===== config.mk =====
export PLATFORM = sky130hd
export DESIGN_NAME = decode_pipe
export DESIGN_NICKNAME = d
export VERILOG_FILES = /design/src/rtl/decode_pipe.sv
export SDC_FILE = /design/constraint.sdc
export NUM_CORES = 2
export LEC_CHECK = 0
export BUFFER_PORTS_ARGS = -buffer_cell sky130_fd_sc_hd__buf_2
export CAP_MARGIN = 20
export CORE_ASPECT_RATIO = 0.6
export CORE_MARGIN = 4
export CORE_UTILIZATION = 50
export CTS_CLUSTER_DIAMETER = 120
export DETAILED_ROUTE_END_ITERATION = 12
export HOLD_SLACK_MARGIN = 0.08
export PLACE_DENSITY = 0.67
export SYNTH_ARGS = -nofsm -noshare
export SYNTH_HDL_FRONTEND = slang
export SYNTH_SLANG_ARGS = --single-unit

===== constraint.sdc =====
create_clock -name clk -period 3.1 [get_ports clk]
set_input_delay 0.31 -clock clk [delete_from_list [all_inputs] [get_ports clk]]
set_output_delay 0.31 -clock clk [all_outputs]
set_load 0.01 [all_outputs]

===== src/rtl/decode_pipe.sv =====
// decode_pipe: RV32I decode stage. Decodes the IF/ID instruction, reads the
// register file (with optional same-cycle write-back forwarding), builds the
// sign-extended immediate, detects load-use hazards and registers the result
// into the ID/EX pipeline register.
module decode_pipe #(
    parameter int XLEN       = 32,
    parameter int REG_ADDR_W = 5,
    parameter int WB_BYPASS  = 1
) (
    input  logic                  clk,
    input  logic                  rst,
    input  logic                  if_valid,
    input  logic [31:0]           if_instr,
    input  logic [XLEN-1:0]       if_pc,
    input  logic                  flush,
    input  logic                  wb_wr_en,
    input  logic [REG_ADDR_W-1:0] wb_rd,
    input  logic [XLEN-1:0]       wb_data,
    output logic                  id_stall,
    output logic                  ex_valid,
    output logic [XLEN-1:0]       ex_pc,
    output logic [XLEN-1:0]       ex_op1,
    output logic [XLEN-1:0]       ex_op2,
    output logic [XLEN-1:0]       ex_imm,
    output logic [REG_ADDR_W-1:0] ex_rs1,
    output logic [REG_ADDR_W-1:0] ex_rs2,
    output logic [REG_ADDR_W-1:0] ex_rd,
    output logic [6:0]            ex_opcode,
    output logic [2:0]            ex_funct3,
    output logic [6:0]            ex_funct7,
    output logic                  ex_reg_write,
    output logic                  ex_mem_read,
    output logic                  ex_mem_write,
    output logic                  ex_illegal
);

    localparam int NREGS = 2 ** REG_ADDR_W;

    localparam logic [6:0] OP_RTYPE  = 7'b0110011;
    localparam logic [6:0] OP_IALU   = 7'b0010011;
    localparam logic [6:0] OP_LOAD   = 7'b0000011;
    localparam logic [6:0] OP_JALR   = 7'b1100111;
    localparam logic [6:0] OP_STORE  = 7'b0100011;
    localparam logic [6:0] OP_BRANCH = 7'b1100011;
    localparam logic [6:0] OP_LUI    = 7'b0110111;
    localparam logic [6:0] OP_AUIPC  = 7'b0010111;
    localparam logic [6:0] OP_JAL    = 7'b1101111;

    localparam logic [REG_ADDR_W-1:0] REG_ZERO  = {REG_ADDR_W{1'b0}};
    localparam logic [XLEN-1:0]       DATA_ZERO = {XLEN{1'b0}};
    localparam logic                  BYPASS_EN = (WB_BYPASS != 32'sd0);

    // Immediate for every format, sign-extended from instruction bit 31.
    // Formats without an immediate (R-type, unknown opcodes) yield zero.
    function automatic logic [XLEN-1:0] imm_gen(input logic [31:0] ins);
        logic [31:0] raw;
        case (ins[6:0])
            OP_IALU, OP_LOAD, OP_JALR:
                raw = {{20{ins[31]}}, ins[31:20]};
            OP_STORE:
                raw = {{20{ins[31]}}, ins[31:25], ins[11:7]};
            OP_BRANCH:
                raw = {{19{ins[31]}}, ins[31], ins[7], ins[30:25], ins[11:8], 1'b0};
            OP_LUI, OP_AUIPC:
                raw = {ins[31:12], 12'h000};
            OP_JAL:
                raw = {{11{ins[31]}}, ins[31], ins[19:12], ins[20], ins[30:21], 1'b0};
            default:
                raw = 32'h0000_0000;
        endcase
        return XLEN'($signed(raw));
    endfunction

    logic [XLEN-1:0]       rf_r [NREGS];

    logic [6:0]            opcode_s;
    logic [REG_ADDR_W-1:0] rs1_s;
    logic [REG_ADDR_W-1:0] rs2_s;
    logic [REG_ADDR_W-1:0] rd_s;
    logic                  use_rs1_s;
    logic                  use_rs2_s;
    logic                  writes_rd_s;
    logic                  mem_read_s;
    logic                  mem_write_s;
    logic                  illegal_s;
    logic [XLEN-1:0]       op1_s;
    logic [XLEN-1:0]       op2_s;
    logic                  hazard_s;

    assign opcode_s = if_instr[6:0];
    assign rs1_s    = REG_ADDR_W'(if_instr[19:15]);
    assign rs2_s    = REG_ADDR_W'(if_instr[24:20]);
    assign rd_s     = REG_ADDR_W'(if_instr[11:7]);

    // Register file: cleared by reset, written by WB except for x0.
    always_ff @(posedge clk) begin
        if (rst) begin
            for (int i = 0; i < NREGS; i++) begin
                rf_r[i] <= DATA_ZERO;
            end
        end else if (wb_wr_en && (wb_rd != REG_ZERO)) begin
            rf_r[wb_rd] <= wb_data;
        end
    end

    // Control decode: register usage and memory/write-back controls per opcode.
    always_comb begin
        use_rs1_s   = 1'b0;
        use_rs2_s   = 1'b0;
        writes_rd_s = 1'b0;
        mem_read_s  = 1'b0;
        mem_write_s = 1'b0;
        illegal_s   = 1'b0;
        case (opcode_s)
            OP_RTYPE: begin
                use_rs1_s   = 1'b1;
                use_rs2_s   = 1'b1;
                writes_rd_s = 1'b1;
            end
            OP_IALU, OP_JALR: begin
                use_rs1_s   = 1'b1;
                writes_rd_s = 1'b1;
            end
            OP_LOAD: begin
                use_rs1_s   = 1'b1;
                writes_rd_s = 1'b1;
                mem_read_s  = 1'b1;
            end
            OP_STORE: begin
                use_rs1_s   = 1'b1;
                use_rs2_s   = 1'b1;
                mem_write_s = 1'b1;
            end
            OP_BRANCH: begin
                use_rs1_s   = 1'b1;
                use_rs2_s   = 1'b1;
            end
            OP_LUI, OP_AUIPC, OP_JAL: begin
                writes_rd_s = 1'b1;
            end
            default: begin
                illegal_s   = 1'b1;
            end
        endcase
    end

    // Operand reads: x0 is hard zero, a same-cycle WB write wins when forwarding is enabled.
    always_comb begin
        op1_s = DATA_ZERO;
        op2_s = DATA_ZERO;
        if (rs1_s == REG_ZERO) begin
            op1_s = DATA_ZERO;
        end else if (BYPASS_EN && wb_wr_en && (wb_rd == rs1_s)) begin
            op1_s = wb_data;
        end else begin
            op1_s = rf_r[rs1_s];
        end
        if (rs2_s == REG_ZERO) begin
            op2_s = DATA_ZERO;
        end else if (BYPASS_EN && wb_wr_en && (wb_rd == rs2_s)) begin
            op2_s = wb_data;
        end else begin
            op2_s = rf_r[rs2_s];
        end
    end

    // Load-use hazard: the load in ID/EX targets a register the ID instruction reads.
    always_comb begin
        hazard_s = if_valid && ex_valid && ex_mem_read && (ex_rd != REG_ZERO) &&
                   ((use_rs1_s && (rs1_s == ex_rd)) || (use_rs2_s && (rs2_s == ex_rd)));
        id_stall = !rst && !flush && hazard_s;
    end

    // ID/EX register: reset clears, flush/hazard/empty slot load a bubble, otherwise capture.
    always_ff @(posedge clk) begin
        if (rst) begin
            ex_valid     <= 1'b0;
            ex_pc        <= DATA_ZERO;
            ex_op1       <= DATA_ZERO;
            ex_op2       <= DATA_ZERO;
            ex_imm       <= DATA_ZERO;
            ex_rs1       <= REG_ZERO;
            ex_rs2       <= REG_ZERO;
            ex_rd        <= REG_ZERO;
            ex_opcode    <= 7'b0000000;
            ex_funct3    <= 3'b000;
            ex_funct7    <= 7'b0000000;
            ex_reg_write <= 1'b0;
            ex_mem_read  <= 1'b0;
            ex_mem_write <= 1'b0;
            ex_illegal   <= 1'b0;
        end else if (flush || hazard_s || !if_valid) begin
            // Bubble: kill the slot and its side effects, data fields hold.
            ex_valid     <= 1'b0;
            ex_reg_write <= 1'b0;
            ex_mem_read  <= 1'b0;
            ex_mem_write <= 1'b0;
            ex_illegal   <= 1'b0;
        end else begin
            ex_valid     <= 1'b1;
            ex_pc        <= if_pc;
            ex_op1       <= op1_s;
            ex_op2       <= op2_s;
            ex_imm       <= imm_gen(if_instr);
            ex_rs1       <= rs1_s;
            ex_rs2       <= rs2_s;
            ex_rd        <= rd_s;
            ex_opcode    <= opcode_s;
            ex_funct3    <= if_instr[14:12];
            ex_funct7    <= if_instr[31:25];
            ex_reg_write <= writes_rd_s && (rd_s != REG_ZERO);
            ex_mem_read  <= mem_read_s;
            ex_mem_write <= mem_write_s;
            ex_illegal   <= illegal_s;
        end
    end

endmodule


==> metrics.yaml <==
status:
  outcome: "completed"
global_routing:
  antenna_found_initial: 18
  track_usage_pct: 30.93
  grt_max_degree: 98
  grt_pass1_vias: 40520
  gr-total-overflow: 0
  grt_pass1_wl_um: 287300
route:
  drt_iter0_drc: 6948
  post_drt_wl_per_cell_um: 32.23
  vias: 41540
  wl_um: 200100
  drtAntennaViolNets: 0
  viasPerCell: 6.688
  drcViolationCount: 0
  drt_pass1_iterations: 6
finish:
  fillers: 9323
  syn2layout_area_growth_pct: 14.08
  design_area_sq_mm: 0.06976
  layout.nets: 4601
  layout-drive-gt1-share_pct: 27.45
critical_path:
  r2r-start: "ex_rd[0]"
  crit_slowest_cell: "dlygate4sd3_1"
  critPathKind: "input port to output port"
  startpoint_type: "input port"
  reg2reg_to: "ex_op2[26]"
  critical_path.cell_chain: "dlygate4sd3_1 > buf_2 > or2_2 > a2111oi_0 > o21ai_0 > a2111oi_2 > buf_2"
  path_max_fanout: 10
  reg2reg_depth: 7
  worstPathRequired_ns: 2.79
  cpLargestDelayFamily: "compound AO/OA/AOI/OAI gates"
  crit_path_end_kind: "output port"
  crit_arrival_ns: 2.67
  critPathMostFrequentCell: "buf_2"
  worst-path-buf-inv: 3
  ff2ff_setup_slack_ns: 0.25
  max_stage_delay_ns: 0.54
power_and_ir_drop:
  cellLeakagePower_nw: 24.34
  pwr_density_cell_mw_per_mm2: 537.9
  irDropWorstVdd_uv: 497.4
timing:
  min_period_ns: 2.985
  min_period_over_period_pct: 96.28
  fin_setup_tns_ns: 0
  worst_pin_slew_ns: 1.034
  fmax_ghz: 0.3351
  hold_viol: 0
  fin_skew_ns: 0.03177
  drv_slew: 0
  timing.slew.headroom_pct: 30.99
  setup_viol: 0
  rsz0062_at_grt: "false"
yosys:
  synth_cells: 4294
  ys.warnings.count: 0
  synth-seq-cells: 1189
  synth_cell_types: 50
  syn_area_per_cell_sq_um: 14.24
  syn_area_sq_mm: 0.06115
  yosys-top-cells-count: "1024 x edfxtp_1, 966 x and2_1, 514 x mux4_2, 355 x clkbuf_1, 201 x o21ai_0"
  yosys.area.top_type: "edfxtp_1"
  yosysMostFrequentCell: "edfxtp_1"
  synthFlopType: "edfxtp_1"
  async_flop_share_pct: 0
  seq_area_frac_synth_pct: 55.68
  synth_enable_flop_cells: 1024
  synth_top_area_share_pct: 50.28
  synthTopCellsByArea: "edfxtp_1 50%, mux4_2 19%, and2_1 9.9%"
worst_hold_path:
  hold_path_end: "ex_op1[30]"
  hold_class: "input port to flop"
  holdPathStages: 4
  min_from: "wb_wr_en"
clocking:
  cts_setup_buffers: 0
  clkSinkCount: 1189
  cts_tree: "done"
  clockRootBuffer: "clkbuf_16"
  htreeDepth: 3
  cts_buffer_depth: 3
  clk_pin_slew_ns: 0.06
  clk_latency_ns: 0.74
  cts_made_buffers: 113
placed_design:
  hpwl_um: 123100
  gp_congestion: 0.8870
  dpl_cell_area_sq_mm: 0.06531
  numPortBuffers: 271
die:
  start_util_pct: 50.33
  core_area_sq_mm: 0.1215
  rows: 99
  die_y_um: 278.9
  ios: 272
  die_w_um: 459.5
  die_area_sq_mm: 0.1281
job:
  maxCapViolCount: 0
## how the worst max path moves through the flow
stage / from / endpoint / slack (ns) / cells after the start
2_1_floorplan: wb_rd[2] / rf_r[16][0] / 0.66 / 7
3_3_place_gp: if_instr[23] / id_stall / 0.20 / 8
3_5_place_dp: if_instr[20] / ex_op2[6] / 0.17 / 7
4_1_cts: ex_rd[4] / id_stall / 0.08 / 6
5_1_grt: if_instr[2] / id_stall / 0.01 / 7
6_report: if_instr[2] / id_stall / 0.12 / 7
## layout by cell type (no fill, tap or decap), drive strengths merged, types with 33 or more instances in the layout
cell | synthesis | final
edfxtp | 1024 | 1024
mux2i | 134 | 134
clkbuf | 356 | 162
buf | 138 | 482
and2 | 966 | 966
nand4 | 68 | 68
nand2b | 64 | 64
dlygate4sd3 | 0 | 66
dfxtp | 165 | 165
nand3 | 74 | 74
mux4 | 514 | 514
nor2 | 45 | 45
or2 | 33 | 33
o221ai | 62 | 62
nor3 | 36 | 36
a22oi | 191 | 191
a21oi | 116 | 116
o21ai | 202 | 202
## metrics by stage
step / setup slack, ns / utilization (%) / power, mW / cells / hold slack, ns
after floorplan: 0.6610 / - / 21.57 / 4325 / 0.4577
after global placement: 0.1970 / 53.75 / 23.31 / 5928 / 0.4562
after detailed placement: 0.1687 / 53.75 / 23.40 / 5928 / 0.4628
after CTS: 0.07792 / 57.35 / 37.51 / 6201 / 0.1192
after global routing: 0.01288 / 57.41 / 38.60 / 6208 / 0.1484
final: 0.1154 / 57.41 / 37.53 / 6210 / 0.1606
## metal layers
layer / vias to the layer above / part of all wire [%] / wire length, um / global-route usage [%]
met4: 2 / 3.8 / 7604 / 10.51
met3: 416 / 14 / 27410 / 9.070
li1: 16940 / - / - / -
met2: 3118 / 43 / 85380 / 43.85
met5: - / 0.0060 / 12 / 0
met1: 21060 / 40 / 79730 / 45.90
## power breakdown
group | internal, mW | leakage, nW | total, mW | switching (mW)
Combinational | 1.97 | 11.4 | 4.54 | 2.56
Clock | 8.00 | 1.82 | 14.3 | 6.29
Sequential | 18.2 | 11.1 | 18.7 | 0.482
## repair_timing
| item | 4_1_cts | 5_1_grt |
|---|---|---|
| setup endpoints to repair | 1 | 1 |
| hold buffers | 66 | 0 |
| endpoints found under the hold margin | 92 | 0 |
| pin swaps | 0 | 0 |
| resized for setup | 2 | 2 |
## registers in the layout, summed over array words and instances, names as in the netlist
signal,count
ex_illegal,1
ex_imm,32
ex_valid,1
ex_funct7,7
ex_op1,32
ex_rs2,5
ex_pc,32
ex_opcode,7
ex_rd,5
ex_funct3,3
ex_reg_write,1
ex_rs1,5
ex_mem_write,1
ex_mem_read,1
rf_r,1024
ex_op2,32
## layout make-up
| type | instances | area, sq um | area share [%] |
|---|---|---|---|
| Multi-Input combinational cell | 2634 | 25460 | 36.49 |
| Timing Repair Buffer | 549 | 4478 | 6.419 |
| Inverter | 8 | 30.03 | 0.04304 |
| Tap cell | 1616 | 2022 | 2.898 |
| Clock buffer | 161 | 3199 | 4.586 |
| Clock inverter | 46 | 509.2 | 0.7299 |
| Antenna cell | 7 | 17.52 | 0.02511 |
| Sequential cell | 1189 | 34050 | 48.81 |
## tightest hold or removal path, cell delays in order
cell and delay, ns:
buf_2 0.15, nand3_1 0.15, o211ai_1 0.11, mux2i_1 0.12
## kinds of logic after synthesis
kind of cell,synth area share (%)
buffers and inverters,3.339
AND/OR/NAND/NOR,13.23
multiplexers,21.12
XOR/XNOR,0.2864
other,0.006132
flip-flops,55.68
AO/OA/AOI/OAI,6.328
(Power assumes the default switching activity.)
